==> src/rtl/pap_pht_update_queue_if.sv <==
// Branch-result, PHT write and history-repair signals of the PAp PHT update queue.
// The master modport is the execution side; the slave modport is the queue itself.
interface pap_pht_update_queue_if #(
  parameter int IDX_W  = 8,
  parameter int HIST_W = 2,
  parameter int CTR_W  = 2
) ();
  logic [1:0]             br_valid;
  logic [1:0][31:0]       br_addr;
  logic [1:0]             br_cond;
  logic [1:0]             br_taken;
  logic [1:0]             br_mispred;
  logic [1:0][HIST_W-1:0] br_prev_hist;
  logic [1:0][CTR_W-1:0]  br_prev_ctr;
  logic                   ready;

  logic [1:0]             pht_we;
  logic [1:0][IDX_W-1:0]  pht_wa;
  logic [1:0][HIST_W-1:0] pht_wslot;
  logic [1:0][CTR_W-1:0]  pht_wv;
  logic                   pht_winit;

  logic [1:0]             hist_we;
  logic [1:0][IDX_W-1:0]  hist_wa;
  logic [1:0][HIST_W-1:0] hist_wv;

  logic                   init_busy;
  logic                   overflow;

  modport master (
    output br_valid, br_addr, br_cond, br_taken, br_mispred, br_prev_hist, br_prev_ctr,
    input  ready, pht_we, pht_wa, pht_wslot, pht_wv, pht_winit,
    input  hist_we, hist_wa, hist_wv, init_busy, overflow
  );

  modport slave (
    input  br_valid, br_addr, br_cond, br_taken, br_mispred, br_prev_hist, br_prev_ctr,
    output ready, pht_we, pht_wa, pht_wslot, pht_wv, pht_winit,
    output hist_we, hist_wa, hist_wv, init_busy, overflow
  );
endinterface

==> src/rtl/pap_pht_update_queue.sv <==
// PAp PHT writer: turns resolved branches into saturated counter updates, queues them in order,
// drains up to two non-conflicting writes per cycle, repairs per-address history, and sweeps the PHT after reset.
module pap_pht_update_queue #(
  parameter int IDX_W      = 8,
  parameter int HIST_W     = 2,
  parameter int CTR_W      = 2,
  parameter int DEPTH      = 8,
  parameter int INSN_SHIFT = 2
) (
  input logic                   clk,
  input logic                   rst,
  pap_pht_update_queue_if.slave bus
);

  localparam int PTR_W = $clog2(DEPTH);
  localparam int CNT_W = PTR_W + 1;
  localparam logic [CTR_W-1:0] CTR_MAX  = '1;
  localparam logic [CTR_W-1:0] CTR_WEAK = CTR_W'(1) << (CTR_W - 1);

  typedef struct packed {
    logic [IDX_W-1:0]  idx;
    logic [HIST_W-1:0] slot;
    logic [CTR_W-1:0]  value;
  } phtUpdate_t;

  typedef enum logic {stInit, stRun} fsmState_t;

  fsmState_t        state;
  logic [IDX_W-1:0] sweepIdx;
  logic [PTR_W-1:0] rdPtr;
  logic [PTR_W-1:0] wrPtr;
  logic [CNT_W-1:0] count;
  phtUpdate_t       mem [DEPTH];

  logic [1:0]       accepted;
  logic [1:0]       repairEn;
  logic [1:0]       enqEn;
  logic [1:0]       deqEn;
  logic [1:0]       enqCount;
  logic [1:0]       deqCount;
  logic [CNT_W-1:0] countNext;
  logic [IDX_W-1:0] laneIdx [2];
  phtUpdate_t       laneUpd [2];
  phtUpdate_t       headUpd;
  phtUpdate_t       nextUpd;

  // Address bits outside the index field carry no information for this table.
  logic unusedAddrBits;
  assign unusedAddrBits = ^{bus.br_addr[0][31:IDX_W+INSN_SHIFT], bus.br_addr[0][INSN_SHIFT-1:0],
                            bus.br_addr[1][31:IDX_W+INSN_SHIFT], bus.br_addr[1][INSN_SHIFT-1:0]};

  always_comb begin
    // NOTE: every always_comb output gets a default first so no latch can be inferred.
    accepted = '0;
    repairEn = '0;
    for (int l = 0; l < 2; l++) begin
      laneIdx[l]       = bus.br_addr[l][IDX_W+INSN_SHIFT-1:INSN_SHIFT];
      accepted[l]      = bus.br_valid[l] & bus.br_cond[l];
      repairEn[l]      = accepted[l] & bus.br_mispred[l];
      laneUpd[l].idx   = laneIdx[l];
      laneUpd[l].slot  = bus.br_prev_hist[l];
      if (bus.br_taken[l])
        laneUpd[l].value = (bus.br_prev_ctr[l] == CTR_MAX) ? CTR_MAX : bus.br_prev_ctr[l] + CTR_W'(1);
      else
        laneUpd[l].value = (bus.br_prev_ctr[l] == '0) ? '0 : bus.br_prev_ctr[l] - CTR_W'(1);
    end
    // The younger lane's repair carries the final history when both hit one entry.
    if ((&repairEn) && (laneIdx[0] == laneIdx[1]))
      repairEn[0] = 1'b0;
  end

  // Head+1 may share a port cycle with the head only if it targets a different entry.
  assign headUpd   = mem[rdPtr];
  assign nextUpd   = mem[rdPtr + PTR_W'(1)];
  assign deqEn[0]  = (count != '0);
  assign deqEn[1]  = (count > CNT_W'(1)) && (nextUpd.idx != headUpd.idx);
  assign enqEn     = accepted & {2{bus.ready}};
  assign enqCount  = {1'b0, enqEn[0]} + {1'b0, enqEn[1]};
  assign deqCount  = {1'b0, deqEn[0]} + {1'b0, deqEn[1]};
  assign countNext = count + CNT_W'(enqCount) - CNT_W'(deqCount);

  // NOTE: queue storage is deliberately not reset; count and the pointers define which slots are live.
  always_ff @(posedge clk) begin
    if (enqEn[0]) mem[wrPtr] <= laneUpd[0];
    if (enqEn[1]) mem[wrPtr + PTR_W'(enqEn[0])] <= laneUpd[1];
  end

  // NOTE: sequential state uses <= so every register here samples pre-edge values.
  always_ff @(posedge clk) begin
    if (rst) begin
      state         <= stInit;
      sweepIdx      <= '0;
      rdPtr         <= '0;
      wrPtr         <= '0;
      count         <= '0;
      bus.overflow  <= 1'b0;
      bus.ready     <= 1'b0;
      bus.init_busy <= 1'b1;
      bus.pht_we    <= '0;
      bus.pht_wa    <= '0;
      bus.pht_wslot <= '0;
      bus.pht_wv    <= '0;
      bus.pht_winit <= 1'b0;
      bus.hist_we   <= '0;
      bus.hist_wa   <= '0;
      bus.hist_wv   <= '0;
    end else begin
      bus.pht_we    <= '0;
      bus.pht_wa    <= '0;
      bus.pht_wslot <= '0;
      bus.pht_wv    <= '0;
      bus.pht_winit <= 1'b0;
      bus.hist_we   <= '0;
      bus.hist_wa   <= '0;
      bus.hist_wv   <= '0;
      if (|(accepted & ~{2{bus.ready}}))
        bus.overflow <= 1'b1;

      case (state)
        stInit: begin
          bus.pht_we[0] <= 1'b1;
          bus.pht_winit <= 1'b1;
          bus.pht_wa[0] <= sweepIdx;
          bus.pht_wv[0] <= CTR_WEAK;
          sweepIdx      <= sweepIdx + IDX_W'(1);
          if (&sweepIdx)
            state <= stRun;
        end
        stRun: begin
          // init_busy is still high on the first RUN cycle, which delays ready by one more cycle.
          bus.init_busy <= 1'b0;
          bus.ready     <= !bus.init_busy && (countNext <= CNT_W'(DEPTH - 2));
          rdPtr         <= rdPtr + PTR_W'(deqCount);
          wrPtr         <= wrPtr + PTR_W'(enqCount);
          count         <= countNext;
          bus.pht_we    <= deqEn;
          if (deqEn[0]) begin
            bus.pht_wa[0]    <= headUpd.idx;
            bus.pht_wslot[0] <= headUpd.slot;
            bus.pht_wv[0]    <= headUpd.value;
          end
          if (deqEn[1]) begin
            bus.pht_wa[1]    <= nextUpd.idx;
            bus.pht_wslot[1] <= nextUpd.slot;
            bus.pht_wv[1]    <= nextUpd.value;
          end
          if (!bus.init_busy) begin
            bus.hist_we <= repairEn;
            for (int l = 0; l < 2; l++) begin
              if (repairEn[l]) begin
                bus.hist_wa[l] <= laneIdx[l];
                bus.hist_wv[l] <= {bus.br_prev_hist[l][HIST_W-2:0], bus.br_taken[l]};
              end
            end
          end
        end
        default: state <= stInit;
      endcase
    end
  end

endmodule

==> src/flat_wrapper.sv <==
// flat-port wrapper written by rule: the top's interface ports become plain ports
module pap_pht_update_queue_flat 
#(
  parameter int IDX_W      = 8,
  parameter int HIST_W     = 2,
  parameter int CTR_W      = 2,
  parameter int DEPTH      = 8,
  parameter int INSN_SHIFT = 2
)
  (clk, rst, bus_br_valid, bus_br_addr, bus_br_cond, bus_br_taken, bus_br_mispred, bus_br_prev_hist, bus_br_prev_ctr, bus_ready, bus_pht_we, bus_pht_wa, bus_pht_wslot, bus_pht_wv, bus_pht_winit, bus_hist_we, bus_hist_wa, bus_hist_wv, bus_init_busy, bus_overflow);
  pap_pht_update_queue_if #(.IDX_W(IDX_W), .HIST_W(HIST_W), .CTR_W(CTR_W)) bus_i ();
  input logic clk;
  input logic rst;
  input wire logic [$bits(bus_i.br_valid)-1:0] bus_br_valid;
  input wire logic [$bits(bus_i.br_addr)-1:0] bus_br_addr;
  input wire logic [$bits(bus_i.br_cond)-1:0] bus_br_cond;
  input wire logic [$bits(bus_i.br_taken)-1:0] bus_br_taken;
  input wire logic [$bits(bus_i.br_mispred)-1:0] bus_br_mispred;
  input wire logic [$bits(bus_i.br_prev_hist)-1:0] bus_br_prev_hist;
  input wire logic [$bits(bus_i.br_prev_ctr)-1:0] bus_br_prev_ctr;
  output wire logic [$bits(bus_i.ready)-1:0] bus_ready;
  output wire logic [$bits(bus_i.pht_we)-1:0] bus_pht_we;
  output wire logic [$bits(bus_i.pht_wa)-1:0] bus_pht_wa;
  output wire logic [$bits(bus_i.pht_wslot)-1:0] bus_pht_wslot;
  output wire logic [$bits(bus_i.pht_wv)-1:0] bus_pht_wv;
  output wire logic [$bits(bus_i.pht_winit)-1:0] bus_pht_winit;
  output wire logic [$bits(bus_i.hist_we)-1:0] bus_hist_we;
  output wire logic [$bits(bus_i.hist_wa)-1:0] bus_hist_wa;
  output wire logic [$bits(bus_i.hist_wv)-1:0] bus_hist_wv;
  output wire logic [$bits(bus_i.init_busy)-1:0] bus_init_busy;
  output wire logic [$bits(bus_i.overflow)-1:0] bus_overflow;
  assign bus_i.br_valid = bus_br_valid;
  assign bus_i.br_addr = bus_br_addr;
  assign bus_i.br_cond = bus_br_cond;
  assign bus_i.br_taken = bus_br_taken;
  assign bus_i.br_mispred = bus_br_mispred;
  assign bus_i.br_prev_hist = bus_br_prev_hist;
  assign bus_i.br_prev_ctr = bus_br_prev_ctr;
  assign bus_ready = bus_i.ready;
  assign bus_pht_we = bus_i.pht_we;
  assign bus_pht_wa = bus_i.pht_wa;
  assign bus_pht_wslot = bus_i.pht_wslot;
  assign bus_pht_wv = bus_i.pht_wv;
  assign bus_pht_winit = bus_i.pht_winit;
  assign bus_hist_we = bus_i.hist_we;
  assign bus_hist_wa = bus_i.hist_wa;
  assign bus_hist_wv = bus_i.hist_wv;
  assign bus_init_busy = bus_i.init_busy;
  assign bus_overflow = bus_i.overflow;
  pap_pht_update_queue #(.IDX_W(IDX_W), .HIST_W(HIST_W), .CTR_W(CTR_W), .DEPTH(DEPTH), .INSN_SHIFT(INSN_SHIFT)) u_core (.clk(clk), .rst(rst), .bus(bus_i));
endmodule
==> config.mk <==
export PLATFORM = sky130hd
export DESIGN_NAME = pap_pht_update_queue_flat
export DESIGN_NICKNAME = d
export VERILOG_FILES = /design/src/rtl/pap_pht_update_queue_if.sv /design/src/rtl/pap_pht_update_queue.sv /design/src/flat_wrapper.sv
export SDC_FILE = /design/constraint.sdc
export NUM_CORES = 1
export LEC_CHECK = 0
export ABC_AREA = 0
export CAP_MARGIN = 20
export CORE_MARGIN = 3
export CORE_UTILIZATION = 58
export DETAILED_ROUTE_END_ITERATION = 8
export HOLD_SLACK_MARGIN = 0.06
export MAX_ROUTING_LAYER = met4
export PLACE_DENSITY = 0.95
export SLEW_MARGIN = 20
export SYNTH_ARGS = -nofsm -noshare
export SYNTH_HDL_FRONTEND = slang
export SYNTH_SLANG_ARGS = --single-unit
==> constraint.sdc <==
create_clock -name clk -period 7.77 [get_ports clk]
set_clock_uncertainty 0.1 [all_clocks]
set_input_delay 1.554 -clock clk [delete_from_list [all_inputs] [get_ports clk]]
set_output_delay 1.554 -clock clk [all_outputs]
set_load 0.02 [all_outputs]
==> reports/metrics.yaml <==
outcome:
  status: "finished, final reports clean"
route:
  firstDrtPassIters: 5
  drt-wirelength-per-cell_um: 23.1
  routed_wirelength_um: 21300
  vias_per_cell: 6.29
  initialDrtViolationCount: 570
  vias: 5797
  route.detailed.drc: 0
  drt.antenna.violating_nets: 0
critical_path:
  end_kind: "flip-flop"
  critical_path_required_ns: 8.03
  worstSetupPathType: "reg2reg"
  crit_top_cell: "a21oi_1"
  path_delay_family: "adder cells"
  cpPeakStageDelay_ns: 0.66
  cp_max_fo: 40
  cp.arrival_ns: 5.22
  crit_slowest_cell: "ha_4"
  startpoint_type: "flip-flop"
  path_buf_inv: 3
  path_cells: "buf_4 > ha_4 > mux2i_1 > mux4_2 > xor2_1 > nor4_2 > buf_4 > a21oi_1 > ha_1 > fa_1 > inv_1 > ha_1 > a21o_1 > a21oi_1 > xnor2_1 > o2111ai_1 > a21oi_1"
synthesis:
  synthCells: 661
  synth_area_leaders: "edfxtp_1 (34%), dfxtp_1 (17%), mux2_2 (11%)"
  synth.distinct_cells: 37
  ys_ff_latch: 170
  synth_commonest_cells: "edfxtp_1 (96), mux2_2 (85), dfxtp_1 (74), mux2i_1 (48), mux4_2 (40)"
  synth_area_um2: 8570
  ys_async_sr_fraction_pct: 0
  yosys_warnings: 0
  avgSynthCellArea_um2: 13.0
  synth_ff_type: "edfxtp_1"
  yosysMostFrequentCell: "edfxtp_1"
  synth_area_leader_cell: "edfxtp_1"
  synth_edf_count: 96
  yosysSeqAreaShare_pct: 50.9
  syn_nets: 760
  synth_top_area_share_pct: 33.6
grt:
  met3_usage_pct: 7.86
  grt_pass1_vias: 6073
  top_usage_layer: "met2"
  grt_pass1_wl_um: 33100
  overflow: 0
  antenna_found_initial: 0
  grt_usage_pct: 28.0
  grtUsageMet2_pct: 45.0
  use_met1_pct: 32.6
  grt_max_degree: 41
sta:
  period_minus_slack_ns: 4.96
  fin_crit_sh_pct: 63.8
  setup_viol: 0
  tns_ns: 0
  relSlewSlack_pct: 34.4
  max_freq_mhz: 202
  tightestPinTransition_ns: 0.982
  rsz0062_at_grt: "false"
  hold_viol: 0
  maxSlewViolCount: 0
power:
  p_per_area_nw_per_um2: 191
  p_leak_nw: 3.41
  peakVddDrop_mv: 0.166
final_layout:
  fillCellCount: 892
  area_delta_synth_final_pct: 18.6
  final_util_pct: 71.8
  insertedDiodeCount: 0
  drive_gt1_share_pct: 24.7
  fin_nets: 827
floorplan:
  start_util_pct: 60.5
  rows: 43
  die_area_um2: 16300
  core_area_um2: 14100
  chipHeight_um: 128
  io_pins: 134
  die_w_um: 128
cts:
  clock_latency_ns: 0.43
  cts-root-buf: "clkbuf_16"
  cts_tree: "yes"
  cts_hold_buf: 0
  post_cts_buffers: 0
  numCtsBuffers: 17
  htreeDepth: 4
  clkTransAtPathRegs_ns: 0.07
  clock_path_buffers: 2
  ctsResizeCount: 0
  cts_sinks: 170
placement:
  dp_hpwl_um: 13600
  gp_congestion: 0.883
  port_buffers: 85
min_path:
  hp-class: "reg2reg"
run:
  cap_violations: 0
-- power by group --
group | switching (W) | leakage [nW] | internal [W]
clock | 0.000353 | 0.295 | 0.000547
combinational | 0.0000420 | 1.66 | 0.0000431
sequential | 0.00000261 | 1.46 | 0.000953
total | 0.000398 | 3.41 | 0.00154
-- logic make-up after synthesis --
logic type / synth area share (%)
and+or+nand+nor: 7.90
DFF: 50.9
adders and majority gates: 3.07
muxes: 27.3
xor gates and xnor gates: 2.86
buffers and inverters: 3.91
AOI/OAI and AO/OA: 4.02
-- state kept, by name (all words and copies together) (netlist names), 4 cells and up, named ones only --
name                  count
u_core.count              4
u_core.sweepIdx           8
u_core.bus.hist_wa       16
u_core.bus.pht_wa        16
u_core.mem               96
u_core.bus.hist_wv        4
u_core.bus.pht_wv         4
u_core.bus.pht_wslot      4
-- worst paths after layout --
| kind | startpoint | end | slack [ns] | cells past startpoint |
|---|---|---|---|---|
| setup / recovery | u_core.rdPtr[0]$_SDFFE_PP0P_ | u_core.bus.ready$_SDFFE_PP0P_ | 2.81 | 17 |
| hold reg to reg | u_core.bus.overflow$_SDFFE_PP0P_ | u_core.bus.overflow$_SDFFE_PP0P_ | 0.38 | 2 |
| setup reg to reg | u_core.rdPtr[0]$_SDFFE_PP0P_ | u_core.bus.ready$_SDFFE_PP0P_ | 2.81 | 17 |
| hold / removal | u_core.bus.overflow$_SDFFE_PP0P_ | u_core.bus.overflow$_SDFFE_PP0P_ | 0.38 | 2 |
-- worst reg2reg max path: cells and delay by family, from the launching register on --
kind,cells,cell delay (ns)
adders and majority gates,4,1.70
DFF,1,0.31
and+or+nand+nor,1,0.29
xor gates and xnor gates,2,0.35
muxes,2,0.74
buffers and inverters,3,0.67
AOI/OAI and AO/OA,5,0.76
-- cells in the final DEF, fill, tap and decap left out, types with 2 or more instances in the layout --
| cell type | count |
|---|---|
| or3_1 | 3 |
| clkinv_2 | 2 |
| or2_2 | 3 |
| and3_1 | 3 |
| nand4_1 | 3 |
| maj3_1 | 2 |
| nand2b_1 | 13 |
| clkbuf_16 | 17 |
| o21ai_0 | 21 |
| mux4_2 | 40 |
| inv_1 | 19 |
| nand3_1 | 9 |
| bufinv_16 | 4 |
| xor2_1 | 16 |
| ha_1 | 12 |
| nor4_2 | 3 |
| a211oi_1 | 4 |
| xnor2_1 | 12 |
| a21o_1 | 2 |
| clkinvlp_4 | 5 |
| a21oi_1 | 31 |
| mux2i_1 | 48 |
| edfxtp_1 | 96 |
| fa_1 | 4 |
| mux2_2 | 85 |
| buf_4 | 17 |
| inv_6 | 2 |
| nor3_1 | 7 |
| nand2_1 | 28 |
| and2_1 | 22 |
| dfxtp_1 | 73 |
| nor2b_1 | 4 |
| nor2_1 | 36 |
| clkdlybuf4s50_1 | 85 |
-- stage by stage --
step                total power [W]  area (um^2)  instances  setup WS (ns)  hold WS [ns]
detailed placement          0.00106         9520        889           2.41         0.366
CTS                         0.00195        10200        921           2.38         0.381
global placement            0.00105         9520        889           2.55         0.368
floorplan                   0.00102         8570        661           3.44         0.360
global route                0.00199        10200        921           2.44         0.410
finish                      0.00194        10200        921           2.81         0.376
-- layer usage --
metal  vias to the layer above  wire length, um
li1                       2564                -
met2                       345            10700
met3                        60             1990
met1                      2828             7860
met5                         -                0
met4                         0              737
-- area by class of cell --
| cell class | instances | area (um^2) | share of cell area [%] |
|---|---|---|---|
| multi-input cells | 418 | 3890 | 38.3 |
| inverters | 19 | 71.3 | 0.702 |
| repair buffers | 102 | 978 | 9.63 |
| clock inverters | 14 | 194 | 1.91 |
| clock buffers | 18 | 439 | 4.32 |
| flip-flops and latches | 170 | 4370 | 43.0 |
| well taps | 180 | 225 | 2.22 |
No activity file was read; power rests on OpenSTA's default activity.
